==> config.mk <==
export PLATFORM = sky130hd
export DESIGN_NAME = bg_tile_fetcher
export DESIGN_NICKNAME = d
export VERILOG_FILES = /design/src/rtl/gb_ppu_pkg.sv /design/src/rtl/ppu_tile_addr.sv /design/src/rtl/bg_tile_fetcher.sv
export SDC_FILE = /design/constraint.sdc
export NUM_CORES = 1
export LEC_CHECK = 0
export CAP_MARGIN = 15
export CORE_MARGIN = 2
export CORE_UTILIZATION = 50
export CTS_CLUSTER_DIAMETER = 150
export DETAILED_ROUTE_END_ITERATION = 6
export PLACE_DENSITY = 0.81
export SLEW_MARGIN = 20
export SYNTH_ARGS = -nofsm -noshare
export SYNTH_HDL_FRONTEND = slang
export SYNTH_SLANG_ARGS = --single-unit
==> constraint.sdc <==
create_clock -name clk_in -period 4.37 [get_ports clk_in]
set_input_delay 0.437 -clock clk_in [delete_from_list [all_inputs] [get_ports clk_in]]
set_output_delay 0.437 -clock clk_in [all_outputs]
set_load 0.02 [all_outputs]
==> src/rtl/gb_ppu_pkg.sv <==
// Shared PPU fetch definitions: fetcher state encoding, VRAM layout constants
// and tile geometry. Imported by the background fetcher and the tile address
// helper (and later by the sprite fetcher).
package gb_ppu_pkg;

  typedef enum logic [2:0] {
    ST_IDLE,
    ST_TILE_ID,
    ST_DATA_LO,
    ST_DATA_HI,
    ST_WAIT_SPACE,
    ST_PUSH
  } fetch_state_t;

  localparam logic [12:0] VRAM_MAP0_BASE        = 13'h1800;
  localparam logic [12:0] VRAM_MAP1_BASE        = 13'h1C00;
  localparam logic [12:0] VRAM_TILE_SIGNED_BASE = 13'h1000;
  localparam int          TILE_BYTES            = 16;
  localparam int          PIXELS_PER_TILE       = 8;

endpackage

==> src/rtl/ppu_tile_addr.sv <==
// Combinational VRAM address generator for tile fetches.
// Ports:
//   map_sel   - 0: map at 0x1800, 1: map at 0x1C00
//   data_sel  - 1: unsigned tile IDs from 0x0000, 0: signed IDs around 0x1000
//   line      - effective line; [7:3] picks the map row, [2:0] the row in the tile
//   col       - tile column in the map
//   id        - tile ID read from the map
//   hi        - 1 selects the high bitplane byte (address + 1)
//   map_addr  - 13-bit tile map address
//   data_addr - 13-bit tile bitplane address
module ppu_tile_addr
  import gb_ppu_pkg::*;
(
  input  logic        map_sel,
  input  logic        data_sel,
  input  logic [7:0]  line,
  input  logic [4:0]  col,
  input  logic [7:0]  id,
  input  logic        hi,
  output logic [12:0] map_addr,
  output logic [12:0] data_addr
);

  logic [12:0] tile_base;
  logic [12:0] row_off;

  assign map_addr = (map_sel ? VRAM_MAP1_BASE : VRAM_MAP0_BASE) | {3'b000, line[7:3], col};

  // Signed mode sign-extends the ID and lets the 13-bit sum wrap, so 0x80..0xFF
  // land below 0x1000 (block 1) and 0x00..0x7F above it (block 2).
  always_comb begin
    if (data_sel)
      tile_base = {5'd0, id} * 13'(TILE_BYTES);
    else
      tile_base = VRAM_TILE_SIGNED_BASE + {{5{id[7]}}, id} * 13'(TILE_BYTES);
  end

  // Two bytes per pixel row; the high plane is the odd byte.
  assign row_off   = {8'd0, line[2:0], 1'b0} + {12'd0, hi};
  assign data_addr = tile_base + row_off;

endmodule

==> src/rtl/bg_tile_fetcher.sv <==
// Background tile fetcher: writer side of the BG pixel FIFO. For each tile of a
// scanline it reads the tile ID, low and high bitplanes from VRAM (2 cycles
// each), waits until the FIFO can absorb a full tile, then pushes 8 2-bit
// colour indices, leftmost pixel first.
// Ports:
//   clk_in, rst_in        - clock, async active-high reset
//   start_in / stop_in    - begin a scanline (IDLE only) / synchronous abort (wins)
//   line_in, tile_col_in  - effective BG line and first tile column, sampled at start
//   map_sel_in, data_sel_in - map and tile-data addressing modes, sampled at start
//   vram_rd_out, vram_addr_out, vram_data_in - VRAM read port (data 1 cycle after strobe)
//   fifo_count_in         - downstream FIFO occupancy
//   fifo_wr_out, pixel_out - FIFO write port
//   busy_out, done_out    - line in progress / 1-cycle end-of-line pulse
module bg_tile_fetcher
  import gb_ppu_pkg::*;
#(
  parameter int FIFO_DEPTH = 16,
  parameter int LINE_TILES = 21
) (
  input  logic                        clk_in,
  input  logic                        rst_in,
  input  logic                        start_in,
  input  logic                        stop_in,
  input  logic [7:0]                  line_in,
  input  logic [4:0]                  tile_col_in,
  input  logic                        map_sel_in,
  input  logic                        data_sel_in,
  output logic                        vram_rd_out,
  output logic [12:0]                 vram_addr_out,
  input  logic [7:0]                  vram_data_in,
  input  logic [$clog2(FIFO_DEPTH):0] fifo_count_in,
  output logic                        fifo_wr_out,
  output logic [1:0]                  pixel_out,
  output logic                        busy_out,
  output logic                        done_out
);

  localparam int CW = $clog2(FIFO_DEPTH) + 1;
  localparam int TW = $clog2(LINE_TILES + 1);
  localparam logic [CW-1:0] SPACE_MAX = CW'(FIFO_DEPTH - PIXELS_PER_TILE);

  fetch_state_t  state;
  logic          phase;     // 0: read strobe cycle, 1: data capture cycle
  logic [7:0]    line_q;
  logic [4:0]    col_q;
  logic          map_sel_q;
  logic          data_sel_q;
  logic [7:0]    id_q;
  logic [7:0]    lo_q;      // shifted left per pushed pixel; bit 7 is current
  logic [7:0]    hi_q;
  logic [2:0]    pix_idx;
  logic [TW-1:0] tile_cnt;

  logic [12:0]   map_addr;
  logic [12:0]   data_addr;
  logic          has_space;
  logic          last_pix;
  logic          last_tile;

  ppu_tile_addr u_addr (
    .map_sel   (map_sel_q),
    .data_sel  (data_sel_q),
    .line      (line_q),
    .col       (col_q),
    .id        (id_q),
    .hi        (state == ST_DATA_HI),
    .map_addr  (map_addr),
    .data_addr (data_addr)
  );

  // Reader only drains, so room for 8 now means 8 back-to-back writes are safe.
  assign has_space = fifo_count_in <= SPACE_MAX;
  assign last_pix  = pix_idx == 3'(PIXELS_PER_TILE - 1);
  assign last_tile = tile_cnt == TW'(LINE_TILES - 1);

  // Address and pixel are muxed from registered state and forced to 0 when
  // their strobe is low, keeping the bus quiet in IDLE and after reset.
  assign vram_addr_out = vram_rd_out ? ((state == ST_TILE_ID) ? map_addr : data_addr) : 13'd0;
  assign pixel_out     = fifo_wr_out ? {hi_q[7], lo_q[7]} : 2'b00;

  always_ff @(posedge clk_in or posedge rst_in) begin
    if (rst_in) begin
      state       <= ST_IDLE;
      phase       <= 1'b0;
      line_q      <= '0;
      col_q       <= '0;
      map_sel_q   <= 1'b0;
      data_sel_q  <= 1'b0;
      id_q        <= '0;
      lo_q        <= '0;
      hi_q        <= '0;
      pix_idx     <= '0;
      tile_cnt    <= '0;
      vram_rd_out <= 1'b0;
      fifo_wr_out <= 1'b0;
      busy_out    <= 1'b0;
      done_out    <= 1'b0;
    end else begin
      done_out <= 1'b0;
      if (stop_in) begin
        state       <= ST_IDLE;
        phase       <= 1'b0;
        vram_rd_out <= 1'b0;
        fifo_wr_out <= 1'b0;
        busy_out    <= 1'b0;
      end else begin
        case (state)
          ST_IDLE: begin
            if (start_in) begin
              line_q      <= line_in;
              col_q       <= tile_col_in;
              map_sel_q   <= map_sel_in;
              data_sel_q  <= data_sel_in;
              tile_cnt    <= '0;
              busy_out    <= 1'b1;
              state       <= ST_TILE_ID;
              phase       <= 1'b0;
              vram_rd_out <= 1'b1;
            end
          end

          ST_TILE_ID, ST_DATA_LO, ST_DATA_HI: begin
            if (!phase) begin
              phase       <= 1'b1;
              vram_rd_out <= 1'b0;
            end else begin
              phase <= 1'b0;
              case (state)
                ST_TILE_ID: begin
                  id_q        <= vram_data_in;
                  state       <= ST_DATA_LO;
                  vram_rd_out <= 1'b1;
                end
                ST_DATA_LO: begin
                  lo_q        <= vram_data_in;
                  state       <= ST_DATA_HI;
                  vram_rd_out <= 1'b1;
                end
                default: begin
                  // Skip WAIT_SPACE when room is already there: 14-cycle tiles.
                  hi_q <= vram_data_in;
                  if (has_space) begin
                    state       <= ST_PUSH;
                    fifo_wr_out <= 1'b1;
                    pix_idx     <= '0;
                  end else begin
                    state <= ST_WAIT_SPACE;
                  end
                end
              endcase
            end
          end

          ST_WAIT_SPACE: begin
            if (has_space) begin
              state       <= ST_PUSH;
              fifo_wr_out <= 1'b1;
              pix_idx     <= '0;
            end
          end

          ST_PUSH: begin
            lo_q    <= {lo_q[6:0], 1'b0};
            hi_q    <= {hi_q[6:0], 1'b0};
            pix_idx <= pix_idx + 3'd1;
            if (last_pix) begin
              fifo_wr_out <= 1'b0;
              col_q       <= col_q + 5'd1;
              tile_cnt    <= tile_cnt + TW'(1);
              phase       <= 1'b0;
              if (last_tile) begin
                state    <= ST_IDLE;
                busy_out <= 1'b0;
                done_out <= 1'b1;
              end else begin
                state       <= ST_TILE_ID;
                vram_rd_out <= 1'b1;
              end
            end
          end

          default: state <= ST_IDLE;
        endcase
      end
    end
  end

endmodule

==> metrics.md <==
| Metric | Value |
|---|---|
| Critical path capture point type | `output port` |
| FF+latch count, synth | `55` |
| Number of DRC markers in iteration 0 | `~170` |
| WP data arrival | `~2.5 ns` |
| CP Data Required Time | `around 3.9 ns` |
| Die area | `~0.0066 mm2` |
| Status | `complete, no violations` |
| Clock transition at path regs | `approximately 0.1 ns` |
| Clock sink total | `55` |
| Worst Tran Pin Value | `between 0.9 and 1 ns` |
| Cell-internal power | `1.175 mW` |
| Synth Instances | `300` |
| Nets | `379` |
| DRC violations left | `0` |
| Pwr dens | `525.3 mW/mm2` |
| Cts repair resizes | `0` |
| Worst path cell trace | `nand2b_2 > nor2_4 > nand2_1 > a21boi_1 > clkdlybuf4s50_1` |
| Dominant synthesized flop cell | `dfrtp_1` |
| Cell Rows | `28` |
| Unrepaired setup endpoints after global routing | `no` |
| CP bufs+invs | `1` |
| Count of pins over their slew limit | `0` |
| Syn Nets | `about 340` |
| Routability cong. | `around 0.84` |
| First-pass GRT wire length | `about 11 mm` |
| ANT nets after route | `0` |
| Mapped Area | `~0.003 mm2` |
| Share of post-route cells with drive strength above 1 | `under 10%` |
| Largest net degree at the start of global routing | `56` |
| F_max | `about 340 MHz` |
| Minimum clock period | `2.911 ns` |
| Sequential power share | `between 40% and 50%` |
| P&R area growth vs syn | `19.62%` |
| Gr usage total | `21.85%` |
| Overall Power | `approximately 1.9 mW` |
| Area post-placement | `about 0.0035 mm2` |
| Worst setup SP type | `flop` |
| Placed cells | `around 400` |
| Fin crit share | `between 60 and 70%` |
| Diodes inserted | `0` |
| Total number of vias | `roughly 2.4k` |
| Yosys cell types | `59` |
| Post-Route WL | `between 6 and 7 mm` |
| Clock Power Share | `15.1%` |
| CTS root buf | `clkbuf_8` |
| Yosys warns | `0` |
| Leak | `roughly 1.5 nW` |
| Post-route cell area | `0.003562 mm2` |
| NetSw | `~700 uW` |
| Synthesized area per cell | `9.926 um2` |
| TNS Setup | `0 ns` |
| Delay-heaviest family, CP | `flip-flops` |
| Initial antenna violation count | `0` |
| # port buffers | `50` |
| Max incr delay on CP | `0.73 ns` |
| Non-Filler Instances | `approximately 420` |
| Hold WC Path Type | `flop to flop` |
| CTS H-Tree Depth | `2` |
| Die Ht | `about 81 um` |
| Register area share after synthesis | `46.22%` |
| Slowest cell on crit path | `dfrtp_1` |
| DR WL/cell | `15.63 um` |
| Maximum vdd drop | `389.7 uV` |
| CTS tree | `done` |
| Hold_buf cts | `0` |
| Final Hold Fails | `0` |
| Die Wd | `81.18 um` |
| DR vias/cell | `5.664` |
| Post-synth EDFFs | `0` |
| DRT Pass-1 Iters | `4` |
| Ports | `just over 50` |
| Initial core utilization | `50.90%` |
| Core area | `around 0.0059 mm2` |
| Min Hold Slack | `0.4883 ns` |
| CTS max path bufs | `2` |
| CP max FO | `16` |
| DP Wirelength | `between 4 and 5 mm` |
| Final setup fails | `0` |
| MaxCap Viol Count | `0` |
| Worst Path Class, Setup | `flop to output port` |
| Relative slew slack | `38.16%` |
| Ys async rst share | `100.0%` |
| Vias in the first global route | `2,391` |
| GRT overflow | `0` |
| Final Skew | `about 0.0085 ns` |
| Post-CTS setup buffers | `0` |
| CTS buffer count | `5` |
| Switch share | `between 30% and 40%` |
| Comb pwr share | `between 30% and 40%` |
| Worst skew pair latency | `around 0.31 ns` |
## state kept, by name (all words and copies together) (netlist names)
| name | cells |
|---|---|
| id_q | 8 |
| vram_rd_out | 1 |
| lo_q | 8 |
| map_sel_q | 1 |
| state | 3 |
| pix_idx | 3 |
| done_out | 1 |
| col_q | 5 |
| hi_q | 8 |
| data_sel_q | 1 |
| tile_cnt | 5 |
| fifo_wr_out | 1 |
| busy_out | 1 |
| line_q | 8 |
| phase | 1 |
## worst reg2reg max path: stages, from the launching register on
cell     delay [ns]
dfrtp_1        0.64
nor4_4         0.91
mux2_2         0.42
## metrics by stage
stage               setup WS, ns  utilization (%)
finish                     1.459            60.89
global route               1.232            60.89
CTS                        1.472            60.89
detailed placement         1.828            59.39
global placement           1.833            59.39
floorplan                  2.543                -
## power by group through the flow
stage               logic (mW)  registers (mW)  clock network [mW]
floorplan                0.538           0.801                   0
global placement         0.699           0.867                   0
detailed placement       0.722           0.875                   0
CTS                      0.727           0.865               0.290
global route             0.800           0.898               0.309
finish                   0.722           0.867               0.282
## final cells by class
class | count | area (um2)
clock buffer | 6 | 82.58
clock inverter | 1 | 5.005
fill | 489 | 2288
inverter | 14 | 52.55
multi-input combinational | 215 | 1444
sequential | 55 | 1376
tap | 75 | 93.84
timing repair buffer | 51 | 508.0
## cells by family after synthesis
logic type / synth area share [%]
flops: 46.22
buf+inv: 5.294
simple gates: 18.15
compound gates: 19.24
xor+xnor: 1.176
fa+ha+maj: 2.437
mux: 7.479
## path summary, 6_finish.rpt
path | start | end | slack [ns] | depth (start not counted)
min in group asynchronous | rst_in | hi_q[1] | 0.62 | 3
min reg2reg | pix_idx[0] | pix_idx[0] | 0.49 | 1
max in group asynchronous | rst_in | phase | 3.27 | 3
max | state[0] | vram_addr_out[4] | 1.46 | 5
min | pix_idx[0] | pix_idx[0] | 0.49 | 1
max reg2reg | state[1] | line_q[5] | 2.30 | 2
## synth_stat cells, types with 2 or more instances
cell,instances,area [um2]
a21boi_1,11,82.58
a21oi_1,34,170.2
a31oi_1,4,25.02
and2_1,13,81.33
and3_1,2,12.51
buf_2,6,30.03
buf_4,8,60.06
dfrtp_1,55,1376
ha_1,5,62.56
inv_1,14,52.55
mux2_1,14,157.7
mux2_2,4,45.04
mux2i_1,2,20.02
nand2_1,30,112.6
nand2b_1,2,12.51
nand3_1,5,25.02
nand4b_1,2,17.52
nor2_1,27,101.4
nor2b_1,2,12.51
nor3_1,4,20.02
o211ai_1,3,22.52
o21a_1,2,15.01
o21ai_0,5,25.02
o21ai_1,8,40.04
xor2_1,4,35.03
## metal layers
metal  routed length [um]  GRT usage, %  part of all wire, %  vias up
li1                     -             -                    -     1129
met1                 2808         28.25                   43     1157
met2                 3264         37.69                   50       71
met3                  389         4.889                  6.0        5
met4                   53         4.576                 0.81        0
met5                    0             0                    0        -
## cells in the final DEF, fill, tap and decap left out, types with 2 or more instances in the layout
master	netlist	layout
nor2b_1	2	2
o21ai_0	5	5
a31oi_1	4	4
clkdlybuf4s50_1	0	50
a21oi_1	34	34
mux2_1	14	14
nand2_1	30	30
nand4b_1	2	2
clkbuf_8	0	6
dfrtp_1	55	55
and3_1	2	2
nand3_1	5	5
mux2i_1	2	2
nand2b_1	2	2
a21boi_1	11	11
ha_1	5	5
xor2_1	4	4
inv_1	14	13
nor3_1	4	4
o21ai_1	8	8
o21a_1	2	2
nor2_1	27	27
and2_1	13	13
mux2_2	4	4
o211ai_1	3	3
Note: power is estimated with default switching activity, not from simulation.
